`config.mk`:
```
export PLATFORM = sky130hd
export DESIGN_NAME = fdivsqrt_issue
export DESIGN_NICKNAME = d
export VERILOG_FILES = /design/src/rtl/fpu_divsqrt_pkg.sv /design/src/rtl/fp64_classify.sv /design/src/rtl/fdivsqrt_issue.sv
export SDC_FILE = /design/constraint.sdc
export NUM_CORES = 1
export LEC_CHECK = 0
export CAP_MARGIN = 10
export CORE_ASPECT_RATIO = 1.5
export CORE_UTILIZATION = 44
export DETAILED_ROUTE_END_ITERATION = 10
export PLACE_DENSITY_LB_ADDON = 0.1
export SLEW_MARGIN = 20
export SYNTH_ARGS = -nofsm -noshare
export SYNTH_HDL_FRONTEND = slang
export SYNTH_HIERARCHICAL = 1
export SYNTH_SLANG_ARGS = --single-unit
```
`constraint.sdc`:
```
create_clock -name clk -period 3.95 [get_ports clk]
set_input_delay 0.79 -clock clk [delete_from_list [all_inputs] [get_ports clk]]
set_output_delay 0.79 -clock clk [all_outputs]
set_load 0.02 [all_outputs]
```
`src/rtl/fpu_divsqrt_pkg.sv`:
```
// Shared types and constants for the FP64 divide/sqrt issue stage.
package fpu_divsqrt_pkg;

    typedef enum logic [2:0] {
        S_IDLE,
        S_LAUNCH,
        S_WAIT,
        S_RESP,
        S_DRAIN
    } state_t;

    localparam int          BIAS     = 1023;
    localparam logic [63:0] QNAN     = 64'h7FF8_0000_0000_0000;
    localparam logic [63:0] PINF     = 64'h7FF0_0000_0000_0000;
    localparam int          WD_WIDTH = 7;

    // zero means a true zero; sub means exponent 0 with a nonzero fraction,
    // which the issue stage treats as a signed zero.
    typedef struct packed {
        logic zero;
        logic inf;
        logic nan;
        logic snan;
        logic sub;
        logic sign;
    } fp64_class_t;

endpackage

```
`src/rtl/fp64_classify.sv`:
```
// Combinational FP64 operand classifier.
module fp64_classify
    import fpu_divsqrt_pkg::*;
(
    input  logic [63:0] operand,
    output fp64_class_t cls
);

    logic [10:0] exp_field;
    logic [51:0] frac_field;
    logic        exp_ones;
    logic        frac_zero;

    assign exp_field  = operand[62:52];
    assign frac_field = operand[51:0];
    assign exp_ones   = (exp_field == 11'h7FF);
    assign frac_zero  = (frac_field == 52'd0);

    // Decode the exponent/fraction fields into operand categories.
    always_comb begin
        cls      = '0;
        cls.sign = operand[63];
        cls.zero = (exp_field == 11'd0) && frac_zero;
        cls.sub  = (exp_field == 11'd0) && !frac_zero;
        cls.inf  = exp_ones && frac_zero;
        cls.nan  = exp_ones && !frac_zero;
        cls.snan = exp_ones && !frac_zero && !frac_field[51];
    end

endmodule

```
`src/rtl/fdivsqrt_issue.sv`:
```
// Issue/sequencing stage in front of the iterative FP64 divide/sqrt core.
// Resolves special operands locally, otherwise launches the core and waits.
module fdivsqrt_issue #(
    parameter int WATCHDOG = 64,
    parameter int BIAS     = 1023
) (
    input  logic        clk,
    input  logic        reset,
    input  logic        flush,
    input  logic        req_valid,
    output logic        req_ready,
    input  logic        req_op,
    input  logic [63:0] req_a,
    input  logic [63:0] req_b,
    output logic        core_start,
    output logic        core_op,
    output logic [52:0] core_mant_a,
    output logic [52:0] core_mant_b,
    input  logic        core_done,
    output logic        rsp_valid,
    input  logic        rsp_ready,
    output logic        rsp_special,
    output logic [63:0] rsp_special_val,
    output logic        rsp_sign,
    output logic [12:0] rsp_exp,
    output logic        rsp_sqrt_odd,
    output logic        rsp_nv,
    output logic        rsp_dz,
    output logic        rsp_err,
    output logic        busy
);

    import fpu_divsqrt_pkg::state_t;
    import fpu_divsqrt_pkg::S_IDLE;
    import fpu_divsqrt_pkg::S_LAUNCH;
    import fpu_divsqrt_pkg::S_WAIT;
    import fpu_divsqrt_pkg::S_RESP;
    import fpu_divsqrt_pkg::S_DRAIN;
    import fpu_divsqrt_pkg::fp64_class_t;
    import fpu_divsqrt_pkg::QNAN;
    import fpu_divsqrt_pkg::PINF;
    import fpu_divsqrt_pkg::WD_WIDTH;

    localparam logic signed [12:0]   BIAS_S   = 13'(BIAS);
    localparam logic [WD_WIDTH-1:0]  WD_LIMIT = WD_WIDTH'(WATCHDOG - 1);

    state_t state;
    state_t state_next;

    fp64_class_t cls_a;
    fp64_class_t cls_b;

    logic                accept;
    logic                handshake;
    logic                wd_expire;
    logic [WD_WIDTH-1:0] wd;

    logic                sp_hit;
    logic [63:0]         sp_val;
    logic                sp_nv;
    logic                sp_dz;
    logic                zero_a;
    logic                zero_b;
    logic                div_sign;

    logic signed [12:0]  exp_a_s;
    logic signed [12:0]  exp_b_s;
    logic signed [12:0]  div_exp;
    logic signed [12:0]  sq_unb;
    logic signed [12:0]  sq_even;
    logic signed [12:0]  sq_exp;
    logic                sq_odd;

    logic                op_r;
    logic [52:0]         mant_a_r;
    logic [52:0]         mant_b_r;
    logic                special_r;
    logic [63:0]         special_val_r;
    logic                sign_r;
    logic [12:0]         exp_r;
    logic                odd_r;
    logic                nv_r;
    logic                dz_r;
    logic                err_r;

    fp64_classify u_cls_a (.operand(req_a), .cls(cls_a));
    fp64_classify u_cls_b (.operand(req_b), .cls(cls_b));

    assign accept    = req_valid & req_ready;
    assign handshake = rsp_valid & rsp_ready;
    assign wd_expire = (wd >= WD_LIMIT);
    assign zero_a    = cls_a.zero | cls_a.sub;
    assign zero_b    = cls_b.zero | cls_b.sub;
    assign div_sign  = cls_a.sign ^ cls_b.sign;

    // Resolve special operand combinations that never need the core.
    always_comb begin
        sp_hit = 1'b0;
        sp_val = '0;
        sp_nv  = 1'b0;
        sp_dz  = 1'b0;
        if (!req_op) begin
            if (cls_a.nan | cls_b.nan) begin
                sp_hit = 1'b1;
                sp_val = QNAN;
                sp_nv  = cls_a.snan | cls_b.snan;
            end else if ((zero_a & zero_b) | (cls_a.inf & cls_b.inf)) begin
                sp_hit = 1'b1;
                sp_val = QNAN;
                sp_nv  = 1'b1;
            end else if (cls_a.inf) begin
                sp_hit = 1'b1;
                sp_val = {div_sign, PINF[62:0]};
            end else if (zero_b) begin
                sp_hit = 1'b1;
                sp_val = {div_sign, PINF[62:0]};
                sp_dz  = 1'b1;
            end else if (cls_b.inf | zero_a) begin
                sp_hit = 1'b1;
                sp_val = {div_sign, 63'd0};
            end
        end else begin
            if (cls_a.nan) begin
                sp_hit = 1'b1;
                sp_val = QNAN;
                sp_nv  = cls_a.snan;
            end else if (zero_a) begin
                sp_hit = 1'b1;
                sp_val = {cls_a.sign, 63'd0};
            end else if (cls_a.sign) begin
                sp_hit = 1'b1;
                sp_val = QNAN;
                sp_nv  = 1'b1;
            end else if (cls_a.inf) begin
                sp_hit = 1'b1;
                sp_val = PINF;
            end
        end
    end

    // Result exponent for divide and sqrt; sqrt halves an even unbiased exponent.
    always_comb begin
        exp_a_s = signed'({2'b00, req_a[62:52]});
        exp_b_s = signed'({2'b00, req_b[62:52]});
        div_exp = exp_a_s - exp_b_s + BIAS_S;
        sq_unb  = exp_a_s - BIAS_S;
        sq_odd  = sq_unb[0];
        sq_even = sq_unb - signed'({12'd0, sq_odd});
        sq_exp  = (sq_even >>> 1) + BIAS_S;
    end

    // State register.
    always_ff @(posedge clk) begin
        if (reset) state <= S_IDLE;
        else       state <= state_next;
    end

    // Next-state logic; a flush kills whatever is in flight.
    always_comb begin
        state_next = state;
        case (state)
            S_IDLE: begin
                if (accept) state_next = sp_hit ? S_RESP : S_LAUNCH;
            end
            S_LAUNCH: begin
                state_next = flush ? S_DRAIN : S_WAIT;
            end
            S_WAIT: begin
                if (flush)                      state_next = core_done ? S_IDLE : S_DRAIN;
                else if (core_done | wd_expire) state_next = S_RESP;
            end
            S_RESP: begin
                if (flush | handshake) state_next = S_IDLE;
            end
            S_DRAIN: begin
                if (core_done | wd_expire) state_next = S_IDLE;
            end
            default: state_next = S_IDLE;
        endcase
    end

    // Watchdog counts cycles spent in WAIT and DRAIN since the launch.
    always_ff @(posedge clk) begin
        if (reset)                                  wd <= '0;
        else if (state == S_LAUNCH)                 wd <= '0;
        else if (state == S_WAIT || state == S_DRAIN) wd <= wd + 1'b1;
    end

    // Operand and response registers: captured on accept, patched on watchdog expiry.
    always_ff @(posedge clk) begin
        if (reset) begin
            op_r          <= 1'b0;
            mant_a_r      <= '0;
            mant_b_r      <= '0;
            special_r     <= 1'b0;
            special_val_r <= '0;
            sign_r        <= 1'b0;
            exp_r         <= '0;
            odd_r         <= 1'b0;
            nv_r          <= 1'b0;
            dz_r          <= 1'b0;
            err_r         <= 1'b0;
        end else if (accept) begin
            op_r          <= req_op;
            mant_a_r      <= {1'b1, req_a[51:0]};
            mant_b_r      <= req_op ? {1'b1, req_a[51:0]} : {1'b1, req_b[51:0]};
            special_r     <= sp_hit;
            special_val_r <= sp_val;
            sign_r        <= sp_hit ? sp_val[63] : (~req_op & div_sign);
            exp_r         <= sp_hit ? 13'd0 : (req_op ? sq_exp : div_exp);
            odd_r         <= ~sp_hit & req_op & sq_odd;
            nv_r          <= sp_nv;
            dz_r          <= sp_dz;
            err_r         <= 1'b0;
        end else if (state == S_WAIT && !flush && !core_done && wd_expire) begin
            special_r     <= 1'b1;
            special_val_r <= QNAN;
            err_r         <= 1'b1;
        end
    end

    // Drive outputs from state and registers, forced low while reset is held.
    always_comb begin
        req_ready       = (state == S_IDLE) & ~flush & ~reset;
        core_start      = (state == S_LAUNCH) & ~reset;
        core_op         = op_r & ~reset;
        core_mant_a     = reset ? 53'd0 : mant_a_r;
        core_mant_b     = reset ? 53'd0 : mant_b_r;
        rsp_valid       = (state == S_RESP) & ~flush & ~reset;
        rsp_special     = special_r & ~reset;
        rsp_special_val = reset ? 64'd0 : special_val_r;
        rsp_sign        = sign_r & ~reset;
        rsp_exp         = reset ? 13'd0 : exp_r;
        rsp_sqrt_odd    = odd_r & ~reset;
        rsp_nv          = nv_r & ~reset;
        rsp_dz          = dz_r & ~reset;
        rsp_err         = err_r & ~reset;
        busy            = (state != S_IDLE) & ~reset;
    end

endmodule

```
# ---- Word-level counts from Yosys, hierarchy flattened
# Index checks and enable logic that the tools add are counted.
dict set report word_totals {
  in_bits 135
  regBits 200
}
dict set report op_classes {
  n_lt_le_gt_ge 1
  addsub 6
  muxes 52
  reduce_logical 30
  bitwise_logic 33
  eq_ne 10
}
# op count
set op_table {}
lappend op_table {{$mux W64} 11}
lappend op_table {{$mux W63} 2}
lappend op_table {{$mux W53} 2}
lappend op_table {{$logic_not A52 Y1} 2}
lappend op_table {{$mux W52} 1}
lappend op_table {{$mux W13} 3}
lappend op_table {{$add A12 B11 Y13 const B} 2}
lappend op_table {{$mux W1} 24}
lappend op_table {{$eq A11 B11 Y1 const B} 2}
lappend op_table {{$logic_not A11 Y1} 2}
lappend op_table {{$mux W3} 7}
lappend op_table {{$and A1 B1 Y1} 20}
lappend op_table {{$pmux W3 S5} 1}
lappend op_table {{$logic_and A1 B1 Y1} 13}
lappend op_table {{$sub A12 B2 Y13} 1}
lappend op_table {{$sub A11 B10 Y12 const B} 1}
lappend op_table {{$sub A11 B11 Y12} 1}
lappend op_table {{$or A1 B1 Y1} 8}
lappend op_table {{$add A7 B1 Y7 const B} 1}
lappend op_table {{$ge A7 B6 Y1 const B} 1}
lappend op_table {{$eq A3 B2 Y1 const B} 2}
lappend op_table {{$logic_not A1 Y1} 6}
lappend op_table {{$ne A2 B2 Y1 const B} 3}
lappend op_table {{$not A1 Y1} 4}
lappend op_table {{11 further kinds} 12}

# ---- Depth between registers and ports, before layout
# Gate-level depths: netlist of the first run.
dict set report depth {
  ltp_word 14
  ltp_mapped 13
  mapped_depth_nobuf 13
}

# ---- Modules after synthesis
# The synthesis of the first run kept the hierarchy.
# mod instances cells_per_inst area_per_inst_um2 seq_area_each_um2
set modules_own_cells {}
lappend modules_own_cells {fdivsqrt_issue 1 858 7608.5 2762.6}
lappend modules_own_cells {fp64_classify 2 32 229.0 0.0}

# ---- Least setup slack after synthesis of the first run
# Ideal clock, no wire load.
dict set report synth_timing {
  kind {in2reg}
  start {input port req_a[52]}
  end {register exp_r[11]}
  path_slack_ps 621
  stages 13
  path_buffers 0
  arrival_ps 3213
  path_cell_list {inv_1 > ha_1 > inv_1 > fa_1 > a211oi_2 > o21bai_1 > a311oi_1 > o311ai_1 > a311oi_4 > nand2_2 > o41ai_2 > xnor2_1 > a22o_1}
}
dict set report synth_between {
  elab_chain_len 11
  elab_cells_between_ends 29
  classes_between {add/sub: 5; eq/ne: 1; mux: 12; bitwise: 6; reduce/logical: 5}
}
# element line
set synth_rtl {}
lappend synth_rtl {{from (decl)} fdivsqrt_issue.sv:13} ;# input logic [63:0] req_a,
lappend synth_rtl {{branches (longest 10 deep; another with $sub A12 B2 Y13)} --}
lappend synth_rtl {{$mux W13 *} fdivsqrt_issue.sv:210} ;# exp_r <= sp_hit ? 13'd0 : (req_op ? sq_exp : div_exp);
lappend synth_rtl {{to (signal assigned)} fdivsqrt_issue.sv:210}
lappend synth_rtl {{to (decl)} fdivsqrt_issue.sv:80} ;# logic [12:0] exp_r;
# Every way passes the cells marked *.
# A chain may end at the register's enable or synchronous reset.

==> results of run 1 <==
critical path: cells and delay by family:
family | cells | cell delay [ns]
AO/OA/AOI/OAI | 3 | 0.48
multiplexers | 1 | 0.14
AND/OR/NAND/NOR | 8 | 2.16
buffers and inverters | 1 | 0.44
sequential cells by signal, indices dropped and copies added, names as in the netlist, 3 cells and up:
| register | flops |
|---|---|
| special_val_r | 3 |
| mant_a_r | 53 |
| wd | 7 |
| state | 3 |
| mant_b_r | 52 |
| exp_r | 13 |
report_power, final:
part	total, mW	switching (mW)	internal, mW
Clock	1.65	0.637	1.02
Combinational	1.44	0.731	0.707
Sequential	1.65	0.0671	1.58
cell families after synthesis:
group / after synthesis / synth area share
xor gates and xnor gates: 27 / 0.0293
DFF: 138 / 0.342
and+or+nand+nor: 368 / 0.257
other: 1 / 0.000465
adders and majority gates: 15 / 0.0242
AOI/OAI and AO/OA: 136 / 0.108
muxes: 107 / 0.141
buffers and inverters: 130 / 0.0968
per-layer routing:
metal,track usage,part of all wire,vias up
met5,0,0,-
met4,0.110,0.029,0
met3,0.0522,0.051,43
met2,0.464,0.53,246
met1,0.284,0.39,3374
li1,-,-,3702
synthesized netlist by cell type (all sizes together), types with 2 or more instances:
| library cell | n | area [µm²] |
|---|---|---|
| and2b | 2 | 17.5 |
| and4 | 3 | 26.3 |
| o31ai | 4 | 30.0 |
| o21a | 4 | 30.0 |
| mux2 | 54 | 608 |
| mux2i | 53 | 531 |
| o311ai | 2 | 17.5 |
| nand4 | 13 | 81.3 |
| nor4 | 35 | 299 |
| or2 | 2 | 12.5 |
| a211oi | 3 | 27.5 |
| nand3 | 13 | 65.1 |
| a31o | 2 | 17.5 |
| a22o | 11 | 96.3 |
| a311oi | 2 | 35.0 |
| o211ai | 2 | 15.0 |
| clkbuf | 41 | 195 |
| nand2 | 85 | 324 |
| o21ai | 70 | 350 |
| xor2 | 11 | 96.3 |
| a21oi | 18 | 90.1 |
| nor2 | 42 | 158 |
| xnor2 | 16 | 140 |
| nor3 | 20 | 100 |
| and3 | 3 | 20.0 |
| a21boi | 2 | 15.0 |
| buf | 71 | 518 |
| or3 | 6 | 42.5 |
| ha | 14 | 175 |
| dfxtp | 138 | 2760 |
| inv | 18 | 67.6 |
| a221oi | 2 | 17.5 |
| nand2b | 3 | 18.8 |
| nor4b | 4 | 41.3 |
| a31oi | 2 | 12.5 |
| nor2b | 131 | 820 |
final cells by class:
| class | instances | area, µm² | area share |
|---|---|---|---|
| Timing Repair Buffer | 343 | 3290 | 0.280 |
| Clock buffer | 19 | 443 | 0.0378 |
| Tap cell | 217 | 272 | 0.0231 |
| Sequential cell | 138 | 2760 | 0.235 |
| Inverter | 18 | 67.6 | 0.00576 |
| Clock inverter | 13 | 169 | 0.0144 |
| Multi-Input combinational cell | 704 | 4730 | 0.403 |
per-stage QoR:
| step | utilization | power, mW | std cells | cell area [µm²] |
|---|---|---|---|---|
| after detailed placement | 0.619 | 3.11 | 1420 | 11100 |
| after floorplan | - | 2.56 | 972 | 8250 |
| after global routing | 0.654 | 4.96 | 1452 | 11700 |
| final | 0.654 | 4.74 | 1452 | 11700 |
| after CTS | 0.654 | 4.78 | 1452 | 11700 |
| after global placement | 0.619 | 3.10 | 1420 | 11100 |
worst max-delay path by stage:
stage                      to  slack [ns]  cells past startpoint
floorplan           exp_r[11]        0.62                     13
global placement     state[1]       -0.28                     14
detailed placement   state[1]       -0.34                     14
CTS                  state[1]        0.10                     14
global route         state[1]        0.08                     13
finish               state[1]        0.25                     13
layout by cell type, fill, tap and decap left out, types with 42 or more instances in the layout:
cell type        instances
nor2_1                  42
buf_4                   66
conb_1                  51
nor2b_1                131
mux2_2                  54
o21ai_0                 69
clkdlybuf4s50_1        275
mux2i_1                 53
dfxtp_1                138
nand2_1                 83
==> flow_metrics.env, run 1 <==
export IMPL_status="completed"
export IMPL_ctsResizeCount=0
export IMPL_cts_buffers=17
export IMPL_ys_ff_latch=138
export IMPL_holdWs_ns=0.443
export IMPL_antenna_cells=0
export IMPL_crit_arrival_ns=4.02
export IMPL_hold_path_class="reg2reg"
export IMPL_io_buffers=277
export IMPL_whs_endpoint="exp_r[12]"
export IMPL_ant_nets=0
export IMPL_cts_tree="done"
export IMPL_syn_to_final_growth_pct=45.4
export IMPL_seq_area_frac_synth=0.342
export IMPL_post_place_ws_ns=-0.335
export IMPL_hpwl_mm=18.6
export IMPL_nets=1372
export IMPL_gp_congestion=0.931
export IMPL_antenna_found_initial=0
export IMPL_synthArstFlopShare=0
export IMPL_wl_mm=24.2
export IMPL_hold_viol=0
export IMPL_drv_cap=0
export IMPL_grt_pass1_vias=6983
export IMPL_setup_viol=0
export IMPL_crit_chain="clkdlybuf4s50_1 > nor4_2 > nand4_1 > nor4_4 > nor2_1 > or3_1 > or4_1 > o41a_1 > nand2_1 > mux2_2 > o22a_1 > nor2_1 > o21a_1"
export IMPL_skew_ns=0.00949
export IMPL_drt_wirelength_per_cell_um=16.6
export IMPL_drv_slew=0
export IMPL_vias=7365
export IMPL_cp_required_ns=4.27
export IMPL_cts_hold_buf=0
export IMPL_vdd_drop_max_mv=0.272
export IMPL_startpoint="req_a[1]"
export IMPL_rows=60
export IMPL_clk_pin_slew_ns=0.06
export IMPL_die_w_um=113
export IMPL_whs_path_depth=2
export IMPL_critical_path_slowest_cell="clkdlybuf4s50_1"
export IMPL_rsz0062_at_grt="no"
export IMPL_power_density_nw_per_um2=404
export IMPL_clockRootBuffer="clkbuf_16"
export IMPL_synth_cells=922
export IMPL_synth_edff_count=0
export IMPL_slowest_delay_ns=0.44
export IMPL_post_route_period_util=0.937
export IMPL_cp_max_fo=3
export IMPL_dieArea_um2=18900
export IMPL_reg2reg_slack_ns=1.48
export IMPL_synth_main_ff_cell="dfxtp_1"
export IMPL_drc=0
export IMPL_core_area_um2=17900
export IMPL_timing_fmax_ghz=0.270
export IMPL_cts_htree_levels=4
export IMPL_insertion_delay_ns=0.42
export IMPL_reg2reg_from="state[1]"
export IMPL_via_per_inst=5.07
export IMPL_dr_pass1_iters=5
export IMPL_min_delay_start="exp_r[12]"
export IMPL_ios=329
export IMPL_finalCriticalPeriod_ns=3.70
export IMPL_dieHeight_um=168
export IMPL_cp_start_kind="primary input"
export IMPL_post_cts_buffers=0
export IMPL_critPathCaptureType="register"
export IMPL_worst_pin_slew_ns=0.853
export IMPL_clock_sinks=138
export IMPL_grt_pass1_wl_mm=37.2
export IMPL_nFillCells=1543
export IMPL_initial_core_util=0.450
export IMPL_r2r_end="state[1]"
export IMPL_fin_tns_setup_ns=0
export IMPL_slew_headroom=0.429
export IMPL_grt_overflow_total=0
export IMPL_syn_avg_cell_area_um2=8.75
export IMPL_r2r_worst_path_cells=10
export IMPL_cts_buffer_depth=2
export IMPL_initialDrtViolationCount=295
export IMPL_crit_path_frequent_cell="nor2_1"
export IMPL_p_leak_nw=4.74
export IMPL_layout_setup_ws_ns=0.248
export IMPL_worstSetupPathType="in2reg"
export IMPL_ys_warn_count=6
export IMPL_drive_above_1_share=0.146
export IMPL_synth_cell_type_count=71
export IMPL_synthesis_area_um2=8070
export IMPL_grt_max_degree=171
export IMPL_track_usage=0.255
Note: power is estimated with default switching activity, not from simulation.
==> inputs of run 2 (changes only) <==
--- a/config.mk
+++ b/config.mk
@@ -7,6 +7,7 @@
 export LEC_CHECK = 0
 export CAP_MARGIN = 10
 export CORE_ASPECT_RATIO = 1.5
+export CORE_MARGIN = 1.5
 export CORE_UTILIZATION = 44
 export DETAILED_ROUTE_END_ITERATION = 10
 export PLACE_DENSITY_LB_ADDON = 0.1
==> flow_metrics.env, run 2 (synthesis results as in run 1) <==
export IMPL_hold_viol=0
export IMPL_worst_pin_slew_ns=0.823
export IMPL_p_leak_nw=4.75
export IMPL_io_buffers=277
export IMPL_clockRootBuffer="clkbuf_16"
export IMPL_ios=329
export IMPL_whs_endpoint="exp_r[12]"
export IMPL_grt_pass1_wl_mm=38.5
export IMPL_slew_headroom=0.449
export IMPL_r2r_end="state[1]"
export IMPL_cts_tree="done"
export IMPL_dr_pass1_iters=5
export IMPL_final_cell_mix="275 x clkdlybuf4s50_1, 138 x dfxtp_1, 131 x nor2b_1, 83 x nand2_1, 69 x o21ai_0"
export IMPL_rows=60
export IMPL_antenna_found_initial=0
export IMPL_cts_buffer_depth=2
export IMPL_layout_setup_ws_ns=0.144
export IMPL_hold_path_class="reg2reg"
export IMPL_power_density_nw_per_um2=402
export IMPL_drt_wirelength_per_cell_um=17.1
export IMPL_clk_pin_slew_ns=0.06
export IMPL_top_register="mant_a_r"
export IMPL_reg2reg_from="state[1]"
export IMPL_cp_max_fo=3
export IMPL_drive_above_1_share=0.147
export IMPL_finalCriticalPeriod_ns=3.81
export IMPL_gp_congestion=0.904
export IMPL_status="completed"
export IMPL_ant_nets=0
export IMPL_cpLargestDelayFamily="simple AND/OR/NAND/NOR gates"
export IMPL_nFillCells=1581
export IMPL_crit_path_frequent_cell="nor2_1"
export IMPL_grt_pass1_vias=7224
export IMPL_wl_mm=24.8
export IMPL_min_delay_start="exp_r[12]"
export IMPL_reg2reg_slack_ns=1.43
export IMPL_cts_htree_levels=4
export IMPL_r2r_worst_path_cells=9
export IMPL_ctsResizeCount=0
export IMPL_drv_slew=0
export IMPL_critPathBufInv=2
export IMPL_dieArea_um2=19200
export IMPL_mostFrequentLayoutCell="clkdlybuf4s50_1"
export IMPL_initialDrtViolationCount=297
export IMPL_crit_arrival_ns=4.12
export IMPL_track_usage=0.257
export IMPL_nets=1375
export IMPL_syn_to_final_growth_pct=45.7
export IMPL_drc=0
export IMPL_skew_ns=0.00846
export IMPL_post_place_ws_ns=-0.294
export IMPL_cp_start_kind="primary input"
export IMPL_insertion_delay_ns=0.42
export IMPL_core_area_um2=17900
export IMPL_crit_chain="clkdlybuf4s50_1 > nor4_1 > buf_4 > nand4_1 > nor4_4 > nor2_1 > or3_1 > or4_1 > o41a_1 > nand2_1 > mux2_2 > o22a_1 > nor2_1 > o21a_1"
export IMPL_timing_fmax_ghz=0.263
export IMPL_fin_tns_setup_ns=0
export IMPL_critPathCaptureType="register"
export IMPL_slowest_delay_ns=0.51
export IMPL_holdWs_ns=0.442
export IMPL_post_cts_buffers=0
export IMPL_largest_reg_flops=53
export IMPL_dieHeight_um=169
export IMPL_hpwl_mm=19.1
export IMPL_drv_cap=0
export IMPL_rsz0062_at_grt="no"
export IMPL_grt_max_degree=171
export IMPL_cts_hold_buf=0
export IMPL_via_per_inst=5.10
export IMPL_grt_overflow_total=0
export IMPL_antenna_cells=0
export IMPL_critical_path_slowest_cell="nor4_1"
export IMPL_clock_sinks=138
export IMPL_cts_buffers=17
export IMPL_vdd_drop_max_mv=0.284
export IMPL_top_regs="mant_a_r x53, mant_b_r x52, exp_r x13"
export IMPL_cp_required_ns=4.26
export IMPL_whs_path_depth=2
export IMPL_setup_viol=0
export IMPL_initial_core_util=0.450
export IMPL_worstSetupPathType="in2reg"
export IMPL_post_route_period_util=0.964
export IMPL_vias=7424
export IMPL_die_w_um=114
[run 2: cell count changes in the layout (fill, tap and decap cells not counted)]
cell and change:
buf_4 +2, clkbuf_1 +1, clkbuf_8 -1, inv_6 +2, clkinv_4 -1, inv_8 -1, buf_12 +1
[run 2: worst max path at each step]
stage / from / to / slack (ns) / cells after the start
global placement: req_a[38] / state[1] / -0.28 / 14
floorplan: req_a[52] / exp_r[11] / 0.62 / 13
detailed placement: req_a[41] / state[1] / -0.29 / 14
global route: req_a[11] / state[1] / 0.004 / 14
CTS: req_a[41] / state[1] / 0.10 / 14
finish: req_a[11] / state[1] / 0.14 / 14
[run 2: tightest hold or removal path, stage by stage, from the launching register on]
cell     delay [ns]
dfxtp_1        0.31
nand2_1        0.05
nand2_1        0.04
[run 2: where the power goes]
group          internal, mW  total, mW  switching [mW]
Sequential             1.58       1.65          0.0712
Combinational         0.708       1.45           0.744
Clock                 0.998       1.62           0.625
Total                  3.28       4.72            1.44
[run 2: layer usage]
metal | part of all wire | vias to the layer above | GRT usage
met4 | 0.022 | 0 | 0.0837
met2 | 0.53 | 257 | 0.479
met5 | 0 | - | 0
met1 | 0.40 | 3411 | 0.292
met3 | 0.047 | 41 | 0.0480
li1 | - | 3715 | -
[run 2: cell type report]
class / instances / area [µm²] / area share
inverter: 18 / 67.6 / 0.00575
sequential: 138 / 2760 / 0.235
timing repair buffer: 346 / 3320 / 0.283
clock inverter: 13 / 166 / 0.0142
clock buffer: 19 / 433 / 0.0368
tap: 217 / 272 / 0.0231
multi-input combinational: 704 / 4730 / 0.402
[run 2: through the flow]
step                       util  cell area [µm²]  instances  power [mW]
after global routing      0.655            11800       1455        4.95
after floorplan               -             8250        972        2.56
after global placement    0.621            11100       1423        3.11
after CTS                 0.655            11700       1455        4.76
final                     0.655            11800       1455        4.72
after detailed placement  0.621            11100       1423        3.12
